[src/rtl/data_path_mc_if.sv]
// data_path_mc_if: instruction- and data-memory request/ready buses of data_path_mc
interface data_path_mc_if #(
  parameter int XLEN = 32,
  parameter int MEM_AW = 8,
  parameter int IMEM_AW = 32
) ();
  logic imem_req;
  logic [IMEM_AW-1:0] imem_addr;
  logic imem_ready;
  logic [31:0] imem_rdata;
  logic dmem_req;
  logic dmem_we;
  logic [MEM_AW-1:0] dmem_addr;
  logic [XLEN-1:0] dmem_wdata;
  logic dmem_ready;
  logic [XLEN-1:0] dmem_rdata;
  modport master (
    output imem_req, imem_addr, dmem_req, dmem_we, dmem_addr, dmem_wdata,
    input imem_ready, imem_rdata, dmem_ready, dmem_rdata
  );
  modport slave (
    input imem_req, imem_addr, dmem_req, dmem_we, dmem_addr, dmem_wdata,
    output imem_ready, imem_rdata, dmem_ready, dmem_rdata
  );
endinterface

[src/rtl/data_path_mc.sv]
// data_path_mc: multi-cycle RV32 datapath with stallable imem/dmem handshakes; DATA_PATH_PERF_EN adds cycle/retire counters
module data_path_mc #(
  parameter int XLEN = 32,
  parameter int MEM_AW = 8,
  parameter int IMEM_AW = 32,
  parameter int RF_DEPTH = 32,
  parameter logic [XLEN-1:0] RESET_PC = '0
) (
  input  logic clk,
  input  logic rest,
  input  logic pc_sel,
  input  logic a_sel,
  input  logic b_sel,
  input  logic RF_we,
  input  logic [1:0] wb_sel,
  input  logic [2:0] imm_sel,
  input  logic [3:0] alu_sel,
  input  logic mem_rd,
  input  logic mem_wr,
  output logic [31:0] ins,
  output logic [XLEN-1:0] pc,
  output logic beq,
  output logic retire,
  output logic [1:0] state,
`ifdef DATA_PATH_PERF_EN
  output logic [63:0] cyc_cnt,
  output logic [63:0] ret_cnt,
`endif
  data_path_mc_if.master bus
);
  localparam int RA = $clog2(RF_DEPTH);
  localparam int SW = (XLEN == 64) ? 6 : 5;
  typedef enum logic [1:0] {FETCH, EXEC, MEM, WB} st_e;
  st_e st;
  logic [XLEN-1:0] rf [RF_DEPTH];
  logic [XLEN-1:0] rs1, rs2, imm, op_a, op_b, alu, alu_q, st_q, ld_q, pc4, wb_data;
  logic [31:0] imm32;
  logic [RA-1:0] ra1, ra2, rd;
  logic [SW-1:0] sh;
  logic mem_op;
  assign ra1 = ins[15 +: RA];
  assign ra2 = ins[20 +: RA];
  assign rd = ins[7 +: RA];
  assign rs1 = ra1 == '0 ? '0 : rf[ra1];
  assign rs2 = ra2 == '0 ? '0 : rf[ra2];
  assign beq = rs1 == rs2;
  assign pc4 = pc + XLEN'(4);
  assign mem_op = mem_rd | mem_wr;
  assign state = st;
  assign imm32 = imm_sel == 3'd0 ? {{20{ins[31]}}, ins[31:20]} :
                 imm_sel == 3'd1 ? {{20{ins[31]}}, ins[31:25], ins[11:7]} :
                 imm_sel == 3'd2 ? {{19{ins[31]}}, ins[31], ins[7], ins[30:25], ins[11:8], 1'b0} :
                 imm_sel == 3'd3 ? {ins[31:12], 12'b0} :
                 imm_sel == 3'd4 ? {{11{ins[31]}}, ins[31], ins[19:12], ins[20], ins[30:21], 1'b0} : '0;
  assign imm = XLEN'($signed(imm32));
  assign op_a = a_sel ? pc : rs1;
  assign op_b = b_sel ? imm : rs2;
  assign sh = op_b[SW-1:0];
  assign wb_data = wb_sel[1] ? pc4 : wb_sel[0] ? alu_q : ld_q;
  assign bus.imem_addr = pc[IMEM_AW-1:0];
  assign bus.dmem_addr = alu_q[MEM_AW-1:0];
  assign bus.dmem_wdata = st_q;
  // ALU: unsupported opcodes yield zero
  always_comb begin
    alu = '0;
    case (alu_sel)
      4'd0: alu = op_a + op_b;
      4'd1: alu = op_a - op_b;
      4'd2: alu = op_a << sh;
      4'd3: alu = XLEN'($signed(op_a) < $signed(op_b));
      4'd4: alu = XLEN'(op_a < op_b);
      4'd5: alu = op_a ^ op_b;
      4'd6: alu = op_a >> sh;
      4'd7: alu = $signed(op_a) >>> sh;
      4'd8: alu = op_a | op_b;
      4'd9: alu = op_a & op_b;
      4'd10: alu = op_b;
      default: alu = '0;
    endcase
  end
  // register file write in WB; contents survive reset, x0 never written
  always_ff @(posedge clk)
    if (!rest && st == WB && RF_we && rd != '0) rf[rd] <= wb_data;
  // sequencer: FETCH -> EXEC -> [MEM] -> WB, requests and retire registered
  always_ff @(posedge clk) begin
    if (rest) begin
      st <= FETCH;
      pc <= RESET_PC;
      ins <= 32'h0000_0013;
      bus.imem_req <= 1'b0;
      bus.dmem_req <= 1'b0;
      bus.dmem_we <= 1'b0;
      retire <= 1'b0;
      alu_q <= '0;
      st_q <= '0;
      ld_q <= '0;
    end else begin
      retire <= 1'b0;
      case (st)
        FETCH: if (bus.imem_req && bus.imem_ready) begin
          ins <= bus.imem_rdata;
          bus.imem_req <= 1'b0;
          st <= EXEC;
        end else bus.imem_req <= 1'b1;
        EXEC: begin
          alu_q <= alu;
          st_q <= rs2;
          bus.dmem_req <= mem_op;
          bus.dmem_we <= mem_wr;
          retire <= !mem_op;
          st <= mem_op ? MEM : WB;
        end
        MEM: if (bus.dmem_ready) begin
          if (!bus.dmem_we) ld_q <= bus.dmem_rdata;
          bus.dmem_req <= 1'b0;
          bus.dmem_we <= 1'b0;
          retire <= 1'b1;
          st <= WB;
        end
        WB: begin
          pc <= pc_sel ? alu_q : pc4;
          bus.imem_req <= 1'b1;
          st <= FETCH;
        end
      endcase
    end
  end
`ifdef DATA_PATH_PERF_EN
  // free-running cycle and retired-instruction counters
  always_ff @(posedge clk) begin
    if (rest) begin
      cyc_cnt <= '0;
      ret_cnt <= '0;
    end else begin
      cyc_cnt <= cyc_cnt + 64'd1;
      ret_cnt <= ret_cnt + 64'(retire);
    end
  end
`endif
endmodule

[src/flat_wrapper.sv]
// flat-port wrapper written by rule: the top's interface ports become plain ports
module data_path_mc_flat 
#(
  parameter int XLEN = 32,
  parameter int MEM_AW = 8,
  parameter int IMEM_AW = 32,
  parameter int RF_DEPTH = 32,
  parameter logic [XLEN-1:0] RESET_PC = '0
)
  (clk, rest, pc_sel, a_sel, b_sel, RF_we, wb_sel, imm_sel, alu_sel, mem_rd, mem_wr, ins, pc, beq, retire, state, bus_imem_req, bus_imem_addr, bus_dmem_req, bus_dmem_we, bus_dmem_addr, bus_dmem_wdata, bus_imem_ready, bus_imem_rdata, bus_dmem_ready, bus_dmem_rdata);
  data_path_mc_if #(.XLEN(XLEN), .MEM_AW(MEM_AW), .IMEM_AW(IMEM_AW)) bus_i ();
  input  logic clk;
  input  logic rest;
  input  logic pc_sel;
  input  logic a_sel;
  input  logic b_sel;
  input  logic RF_we;
  input  logic [1:0] wb_sel;
  input  logic [2:0] imm_sel;
  input  logic [3:0] alu_sel;
  input  logic mem_rd;
  input  logic mem_wr;
  output logic [31:0] ins;
  output logic [XLEN-1:0] pc;
  output logic beq;
  output logic retire;
  output logic [1:0] state;
  output wire logic [$bits(bus_i.imem_req)-1:0] bus_imem_req;
  output wire logic [$bits(bus_i.imem_addr)-1:0] bus_imem_addr;
  output wire logic [$bits(bus_i.dmem_req)-1:0] bus_dmem_req;
  output wire logic [$bits(bus_i.dmem_we)-1:0] bus_dmem_we;
  output wire logic [$bits(bus_i.dmem_addr)-1:0] bus_dmem_addr;
  output wire logic [$bits(bus_i.dmem_wdata)-1:0] bus_dmem_wdata;
  input wire logic [$bits(bus_i.imem_ready)-1:0] bus_imem_ready;
  input wire logic [$bits(bus_i.imem_rdata)-1:0] bus_imem_rdata;
  input wire logic [$bits(bus_i.dmem_ready)-1:0] bus_dmem_ready;
  input wire logic [$bits(bus_i.dmem_rdata)-1:0] bus_dmem_rdata;
  assign bus_imem_req = bus_i.imem_req;
  assign bus_imem_addr = bus_i.imem_addr;
  assign bus_dmem_req = bus_i.dmem_req;
  assign bus_dmem_we = bus_i.dmem_we;
  assign bus_dmem_addr = bus_i.dmem_addr;
  assign bus_dmem_wdata = bus_i.dmem_wdata;
  assign bus_i.imem_ready = bus_imem_ready;
  assign bus_i.imem_rdata = bus_imem_rdata;
  assign bus_i.dmem_ready = bus_dmem_ready;
  assign bus_i.dmem_rdata = bus_dmem_rdata;
  data_path_mc #(.XLEN(XLEN), .MEM_AW(MEM_AW), .IMEM_AW(IMEM_AW), .RF_DEPTH(RF_DEPTH), .RESET_PC(RESET_PC)) u_core (.clk(clk), .rest(rest), .pc_sel(pc_sel), .a_sel(a_sel), .b_sel(b_sel), .RF_we(RF_we), .wb_sel(wb_sel), .imm_sel(imm_sel), .alu_sel(alu_sel), .mem_rd(mem_rd), .mem_wr(mem_wr), .ins(ins), .pc(pc), .beq(beq), .retire(retire), .state(state), .bus(bus_i));
endmodule
[config.mk]
export PLATFORM = sky130hd
export DESIGN_NAME = data_path_mc_flat
export DESIGN_NICKNAME = d
export VERILOG_FILES = /design/src/rtl/data_path_mc_if.sv /design/src/rtl/data_path_mc.sv /design/src/flat_wrapper.sv
export SDC_FILE = /design/constraint.sdc
export NUM_CORES = 2
export LEC_CHECK = 0
export BUFFER_PORTS_ARGS = -buffer_cell sky130_fd_sc_hd__buf_2
export CAP_MARGIN = 20
export CELL_PAD_IN_SITES_DETAIL_PLACEMENT = 1
export CELL_PAD_IN_SITES_GLOBAL_PLACEMENT = 2
export CORE_MARGIN = 4
export CORE_UTILIZATION = 40
export DETAILED_ROUTE_END_ITERATION = 8
export PLACE_DENSITY = 0.81
export SLEW_MARGIN = 15
export SYNTH_ARGS = -nofsm -noshare
export SYNTH_HDL_FRONTEND = slang
export SYNTH_SLANG_ARGS = --single-unit
[constraint.sdc]
create_clock -name clk -period 9.4 [get_ports clk]
set_clock_uncertainty 0.2 [all_clocks]
set_input_delay 2.82 -clock clk [delete_from_list [all_inputs] [get_ports clk]]
set_output_delay 2.82 -clock clk [all_outputs]
set_load 0.01 [all_outputs]
; Yosys cells after proc, flatten, opt, wreduce, memory -nomap -nowiden
; Memories as Yosys holds them, arrays and structs flattened. A register that Yosys moved wholly into a read port is not among the register bits.
; Index checks and enable logic that the tools add are counted.
[word_totals]
ff_bits = 166
ramBits = 1024
input_bits = 83
out_inout_bits = 143
memories = 1
[classes]
add_sub_neg = 3
order_cmp = 2
n_eq_ne = 20
n_shift = 3
muxes = 30
bitwise_logic = 5
n_reduce_logical = 18
[mem_list]
columns = name, words, word_bits, rd, rd_clocked_by_memory_dff, wr, line
row1 = u_core.rf, 32, 32, 2, 2, 1, data_path_mc.sv:35  ; logic [XLEN-1:0] rf [RF_DEPTH];
[op_table]
columns = op, count
row1 = 32-bit two-way mux, 12
row2 = 32-bit one-hot mux with 11 select lines, 1
row3 = 32-bit less-than comparator, 2
row4 = "32-bit by 3-bit adder with 32-bit output, second input constant", 1
row5 = 32-bit adder, 1
row6 = 32-bit bitwise AND, 1
row7 = 32-bit == test, 1
row8 = 32-bit bitwise OR, 1
row9 = 32-bit by 5-bit << shifter with 32-bit output, 1
row10 = 32-bit by 5-bit right shift with 32-bit output, 1
row11 = 32-bit by 5-bit >>> shifter with 32-bit output, 1
row12 = 32-bit subtractor, 1
row13 = 32-bit XOR, 1
row14 = 5-bit two-way mux, 4
row15 = "4-bit by 3-bit == test with 1-bit output, second input constant", 4
row16 = "4-bit == test, second input constant", 3
row17 = 5-bit zero test, 2
row18 = "4-bit by 2-bit == test with 1-bit output, second input constant", 2
row19 = 1-bit one-hot mux with 2 select lines, 4
row20 = 2-bit one-hot mux with 4 select lines, 1
row21 = "3-bit by 2-bit == test with 1-bit output, second input constant", 2
row22 = 1-bit two-way mux, 6
row23 = 2-bit AND reduction, 3
row24 = 5-bit nonzero test, 1
row25 = other kinds (17), 24

; Logic depth before layout (Yosys ltp)
[logic_depth]
ltp_word = 9
depth_mapped = 27
mapped_depth_nobuf = 20

; Least setup slack after synthesis
; Ideal clock, no wire load.
[synth_timing]
path_kind = input to register
from = input port imm_sel[0]
to = register u_core.alu_q[28]
setup_time_ns = 0.120
t_arrival_ns = 7.299
t_required_ns = 9.080
setup_slack_ns = 1.781
stages = 22
cell_sequence = clkbuf_1 > mux2i_1 > or4_1 > clkbuf_1 > o21ai_1 > buf_6 > buf_6 > buf_4 > ha_1 > inv_1 > fa_1 > or2_2 > a221oi_1 > o21ai_0 > o31ai_1 > a21oi_1 > o21ai_0 > nand4_1 > a21oi_1 > xnor2_1 > nor2_1 > o31a_1
[synth_via]
elab_chain_cells = 9
elab_cells_between_ends = 20
[synth_rtl]
columns = item, line
row1 = start: declaration, flat_wrapper.sv:19  ; input logic [2:0] imm_sel;
row2 = 3-bit == test, data_path_mc.sv:54  ; imm_sel == 3'd4 ? {{11{ins[31]}}, ins[31], ins[19:12], ins[20], ins[30:21], 1'b0} : '0;
row3 = 32-bit two-way mux, data_path_mc.sv:54
row4 = 32-bit two-way mux, data_path_mc.sv:53  ; imm_sel == 3'd3 ? {ins[31:12], 12'b0} :
row5 = 32-bit two-way mux, data_path_mc.sv:52  ; imm_sel == 3'd2 ? {{19{ins[31]}}, ins[31], ins[7], ins[30:25], ins[11:8], 1'b0} :
row6 = 32-bit two-way mux, data_path_mc.sv:51  ; imm_sel == 3'd1 ? {{20{ins[31]}}, ins[31:25], ins[11:7]} :
row7 = 32-bit two-way mux (*), data_path_mc.sv:50  ; assign imm32 = imm_sel == 3'd0 ? {{20{ins[31]}}, ins[31:20]} :
row8 = 32-bit two-way mux (*), data_path_mc.sv:57  ; assign op_b = b_sel ? imm : rs2;
row9 = 32-bit subtractor (tied with other cells), data_path_mc.sv:68  ; 4'd1: alu = op_a - op_b;
row10 = 32-bit one-hot mux with 11 select lines (*), data_path_mc.sv:66  ; case (alu_sel)
row11 = end signal: assignment, data_path_mc.sv:106  ; alu_q <= alu;
row12 = end: declaration, data_path_mc.sv:36  ; logic [XLEN-1:0] rs1, rs2, imm, op_a, op_b, alu, alu_q, st_q, ld_q, pc4, wb_data;
; Mark *: on every way between the ends. The rest lies on a longest branch, timed or not.
; A chain may end at the register's enable or synchronous reset.

==> tab_implementation.tex <==
\begin{tabular}{lr}
\hline
Metric & Value \\
\hline
\multicolumn{2}{l}{\textbf{Clock tree}} \\
Clock Root Buffer & sky130\_fd\_sc\_hd\_\_clkbuf\_16 \\
TritonCTS clock tree & yes \\
Number of sinks driven by the clock tree & around 1,200 \\
Hold-fix buffers, CTS & 0 \\
Clock insertion delay at the later pin of the skew report & around 800 ps \\
Maximum count of clock buffers along a single path & 3 \\
Resized cells post-CTS & 0 \\
Inserted Clock Buffers & $\sim$130 \\
Setup Fix Bufs, Post-CTS & 0 \\
Deepest level of the CTS H-tree & 4 \\
Clock slew at reported path FFs & about 60 ps \\
\multicolumn{2}{l}{\textbf{GRT}} \\
Remaining global-route overflow & 0 \\
Wire length of the first global-routing pass & slightly below 400,000 µm \\
Maximum number of pins on one net before global-route repair & 88 \\
Initial antenna violation count & 9 \\
Vias in the first global route & just over 50,000 \\
Overall track demand over capacity in global routing & 0.310 \\
\multicolumn{2}{l}{\textbf{Logic synthesis}} \\
Post-synthesis cell count & between 5,000 and 6,000 \\
Top flip-flop cell by instance count after synthesis & sky130\_fd\_sc\_hd\_\_edfxtp\_1 \\
Sequential share of the synthesized area & 0.517 \\
Number of flops mapped to enable cells by yosys & $\sim$1,000 \\
Post-synthesis cell type count & 106 \\
Number of warnings printed during yosys synthesis & 0 \\
Async set-or-reset flop fraction in the synthesized netlist & 0 \\
Cell area after synthesis & roughly 0.066 mm² \\
Synth Area per Inst & $\sim$13 µm² \\
Register bit count reported by yosys & about 1,200 \\
\multicolumn{2}{l}{\textbf{Detailed routing}} \\
Post-detailed-route wirelength per cell & roughly 37 µm \\
DRT Wirelength & between 200,000 and 300,000 µm \\
Pre-Repair DR Iteration Count & 5 \\
Iteration-0 DRC count of the detailed router & $\sim$6,500 \\
Via count & roughly 50,000 \\
Number of antenna-violating nets in the routed design & 0 \\
Remaining DRCs & 0 \\
Via density per instance & 6.66 \\
\multicolumn{2}{l}{\textbf{Power and ir drop}} \\
Reported net switching power & approximately 5800 µW \\
Part of the total power dissipated in combinational logic & 0.302 \\
Static power due to leakage & between 0.02 and 0.025 µW \\
Switching power as a share of total power & 0.352 \\
Largest vdd supply drop & roughly 0.00018 V \\
Proportion of power drawn by flip-flops and latches & 0.366 \\
Clk pwr share & 0.332 \\
Internal & 10,700 µW \\
Total power divided by cell area & 222 mW/mm² \\
\multicolumn{2}{l}{\textbf{Floorplanning}} \\
Die span in x & 415 µm \\
Ports placed on the boundary & 226 \\
Floorplan row count & around 150 \\
Initial Utilization & 0.402 \\
Area of the die & approximately 0.17 mm² \\
Std-Cell Core Area & approximately 0.16 mm² \\
Y dimension of the die & about 420 µm \\
\multicolumn{2}{l}{\textbf{Setup path}} \\
Crit path DAT & 5440 ps \\
Req. time, crit path & 6380 ps \\
Crit-path max FO & between 40 and 50 \\
Kind of critical path & reg2out \\
Critical Path Start Type & flip-flop \\
Crit path capture type & output port \\
\multicolumn{2}{l}{\textbf{Placed design}} \\
Post-DP HPWL & between 150,000 and 200,000 µm \\
Placer's final routability congestion estimate & between 0.9 and 1 \\
Port Buffer Count & $\sim$230 \\
\multicolumn{2}{l}{\textbf{Finish}} \\
Footprint of the multi-input gates & approximately 0.03 mm² \\
Layout cell share with drive strength beyond 1 & 0.246 \\
Commonest cells after routing, fill and taps aside & sky130\_fd\_sc\_hd\_\_edfxtp\_1 (1,024), sky130\_fd\_sc\_hd\_\_mux4\_2 (390), sky130\_fd\_sc\_hd\_\_mux2i\_1 (375) \\
Most common cell after layout, fill and taps aside & sky130\_fd\_sc\_hd\_\_edfxtp\_1 \\
Fin nets & roughly 5,400 \\
Fill count & roughly 17,000 \\
Area Growth Syn to Fin & 12.4\% \\
Sequential cell area & 0.0343 mm² \\
Share of the core filled with cells & 0.452 \\
\multicolumn{2}{l}{\textbf{STA}} \\
Max-slew headroom & 0.144 \\
Measured slew at the worst slew-check pin & between 1000 and 1500 ps \\
Part of the cycle the worst path needs & 0.900 \\
\# setup viols final & 0 \\
Final number of hold-violating endpoints & 0 \\
Final Critical Period & 8460 ps \\
Sum of negative setup slack & 0 ps \\
Max Clock Freq & between 100 and 150 MHz \\
Number of slew-limit violations in the final report & 0 \\
RSZ-0062 raised after global routing & no \\
\multicolumn{2}{l}{\textbf{Job}} \\
Number of max-cap violations & 0 \\
\multicolumn{2}{l}{\textbf{Hold path}} \\
Worst hold path class & reg2reg \\
\multicolumn{2}{l}{\textbf{Status}} \\
Result of the run & completed \\
\hline
\end{tabular}
==> state kept, by name (all words and copies together), names as in the netlist, named ones only <==
signal                 count
u_core.ins                32
u_core.state               2
u_core.rf               1024
u_core.bus.imem_req        1
u_core.retire              1
u_core.bus.imem_addr      32
u_core.bus.dmem_wdata     32
u_core.ld_q               32
u_core.bus.dmem_we         1
u_core.bus.dmem_req        1
u_core.alu_q              32
==> critical path, cell delays in order (launching register included) <==
cell and delay, ps:
sky130_fd_sc_hd__dfxtp_4 1010, sky130_fd_sc_hd__buf_12 390, sky130_fd_sc_hd__mux4_2 590, sky130_fd_sc_hd__mux4_2 520
sky130_fd_sc_hd__mux2i_1 780, sky130_fd_sc_hd__nor2_1 340, sky130_fd_sc_hd__xor2_1 230, sky130_fd_sc_hd__nand4_1 120
sky130_fd_sc_hd__nor4_1 240, sky130_fd_sc_hd__buf_2 280
==> final cells by class <==
class | count | share of cell area
flip-flops and latches | 1200 | 0.460
multi-input cells | 3336 | 0.401
clock buffers | 170 | 0.0486
well taps | 2189 | 0.0367
repair buffers | 398 | 0.0354
clock inverters | 77 | 0.0125
inverters | 112 | 0.00571
diodes | 5 | 0.000168
==> path summary, 6_finish.rpt <==
check / slack [ps] / cells past startpoint / endpoint / start
worst max-delay path: 940 / 9 / beq / flip-flop
worst min-delay path: 250 / 2 / u_core.ins[3] / u_core.ins[3]
worst max register to register: 1350 / 20 / u_core.alu_q[28] / flip-flop
worst min register to register: 250 / 2 / u_core.ins[3] / u_core.ins[3]
==> per-layer routing <==
metal	vias up	track usage	wire length (µm)
met1	25858	0.386	101000
met4	6	0.179	18100
li1	20130	-	-
met2	3163	0.492	127000
met3	708	0.0754	28200
met5	-	0	40
==> Yosys cell counts, types with 31 or more instances <==
master / instances / area, µm²
sky130_fd_sc_hd__mux2i_1: 375 / 3750
sky130_fd_sc_hd__nand3_1: 47 / 235
sky130_fd_sc_hd__nand2_1: 362 / 1360
sky130_fd_sc_hd__edfxtp_1: 1024 / 30700
sky130_fd_sc_hd__nand4_1: 47 / 294
sky130_fd_sc_hd__mux4_2: 390 / 8780
sky130_fd_sc_hd__a21oi_1: 228 / 1140
sky130_fd_sc_hd__nand2b_1: 39 / 244
sky130_fd_sc_hd__clkbuf_1: 176 / 661
sky130_fd_sc_hd__a211o_1: 33 / 289
sky130_fd_sc_hd__a22oi_1: 52 / 390
sky130_fd_sc_hd__ha_1: 105 / 1310
sky130_fd_sc_hd__xnor2_1: 47 / 412
sky130_fd_sc_hd__nor2_1: 350 / 1310
sky130_fd_sc_hd__inv_1: 103 / 387
sky130_fd_sc_hd__nor3_1: 69 / 345
sky130_fd_sc_hd__a21o_1: 31 / 233
sky130_fd_sc_hd__o22ai_1: 105 / 657
sky130_fd_sc_hd__mux2_2: 159 / 1790
sky130_fd_sc_hd__a22o_1: 118 / 1030
sky130_fd_sc_hd__a211oi_1: 31 / 233
sky130_fd_sc_hd__buf_6: 32 / 360
sky130_fd_sc_hd__o211ai_1: 37 / 278
sky130_fd_sc_hd__dfxtp_1: 176 / 3520
sky130_fd_sc_hd__o21ai_0: 203 / 1020
sky130_fd_sc_hd__buf_2: 101 / 505
sky130_fd_sc_hd__buf_4: 92 / 691
sky130_fd_sc_hd__o221ai_1: 42 / 368
==> cell families after synthesis <==
kind of cell	after synthesis	share of synthesized area
flip-flops	1200	0.517
AO/OA/AOI/OAI	1129	0.116
AND/OR/NAND/NOR	1048	0.0712
multiplexers	944	0.223
buffers and inverters	534	0.0421
adder cells (fa/ha/maj)	107	0.0204
XOR/XNOR	76	0.0100
other	1	0.0000565
==> power groups by stage <==
stage	registers [µW]	logic (µW)	clock network, µW
floorplan	6030	3190	0
global placement	6180	4800	0
detailed placement	6180	4840	0
CTS	6070	4870	5560
global route	6080	5210	5790
finish	6070	5000	5500
==> through the flow <==
stage | hold slack, ps | area [µm²] | setup slack, ps | total power (µW) | std cells
6_report | 254 | 74600 | 943 | 16600 | 7487
4_1_cts | 259 | 74500 | 856 | 16500 | 7479
3_5_place_dp | 250 | 69900 | 1130 | 11000 | 7232
3_3_place_gp | 239 | 69900 | 1130 | 11000 | 7229
2_1_floorplan | 232 | 66400 | 1780 | 9210 | 5070
5_1_grt | 269 | 74500 | 694 | 17100 | 7482
Note: power is estimated with default switching activity, not from simulation.
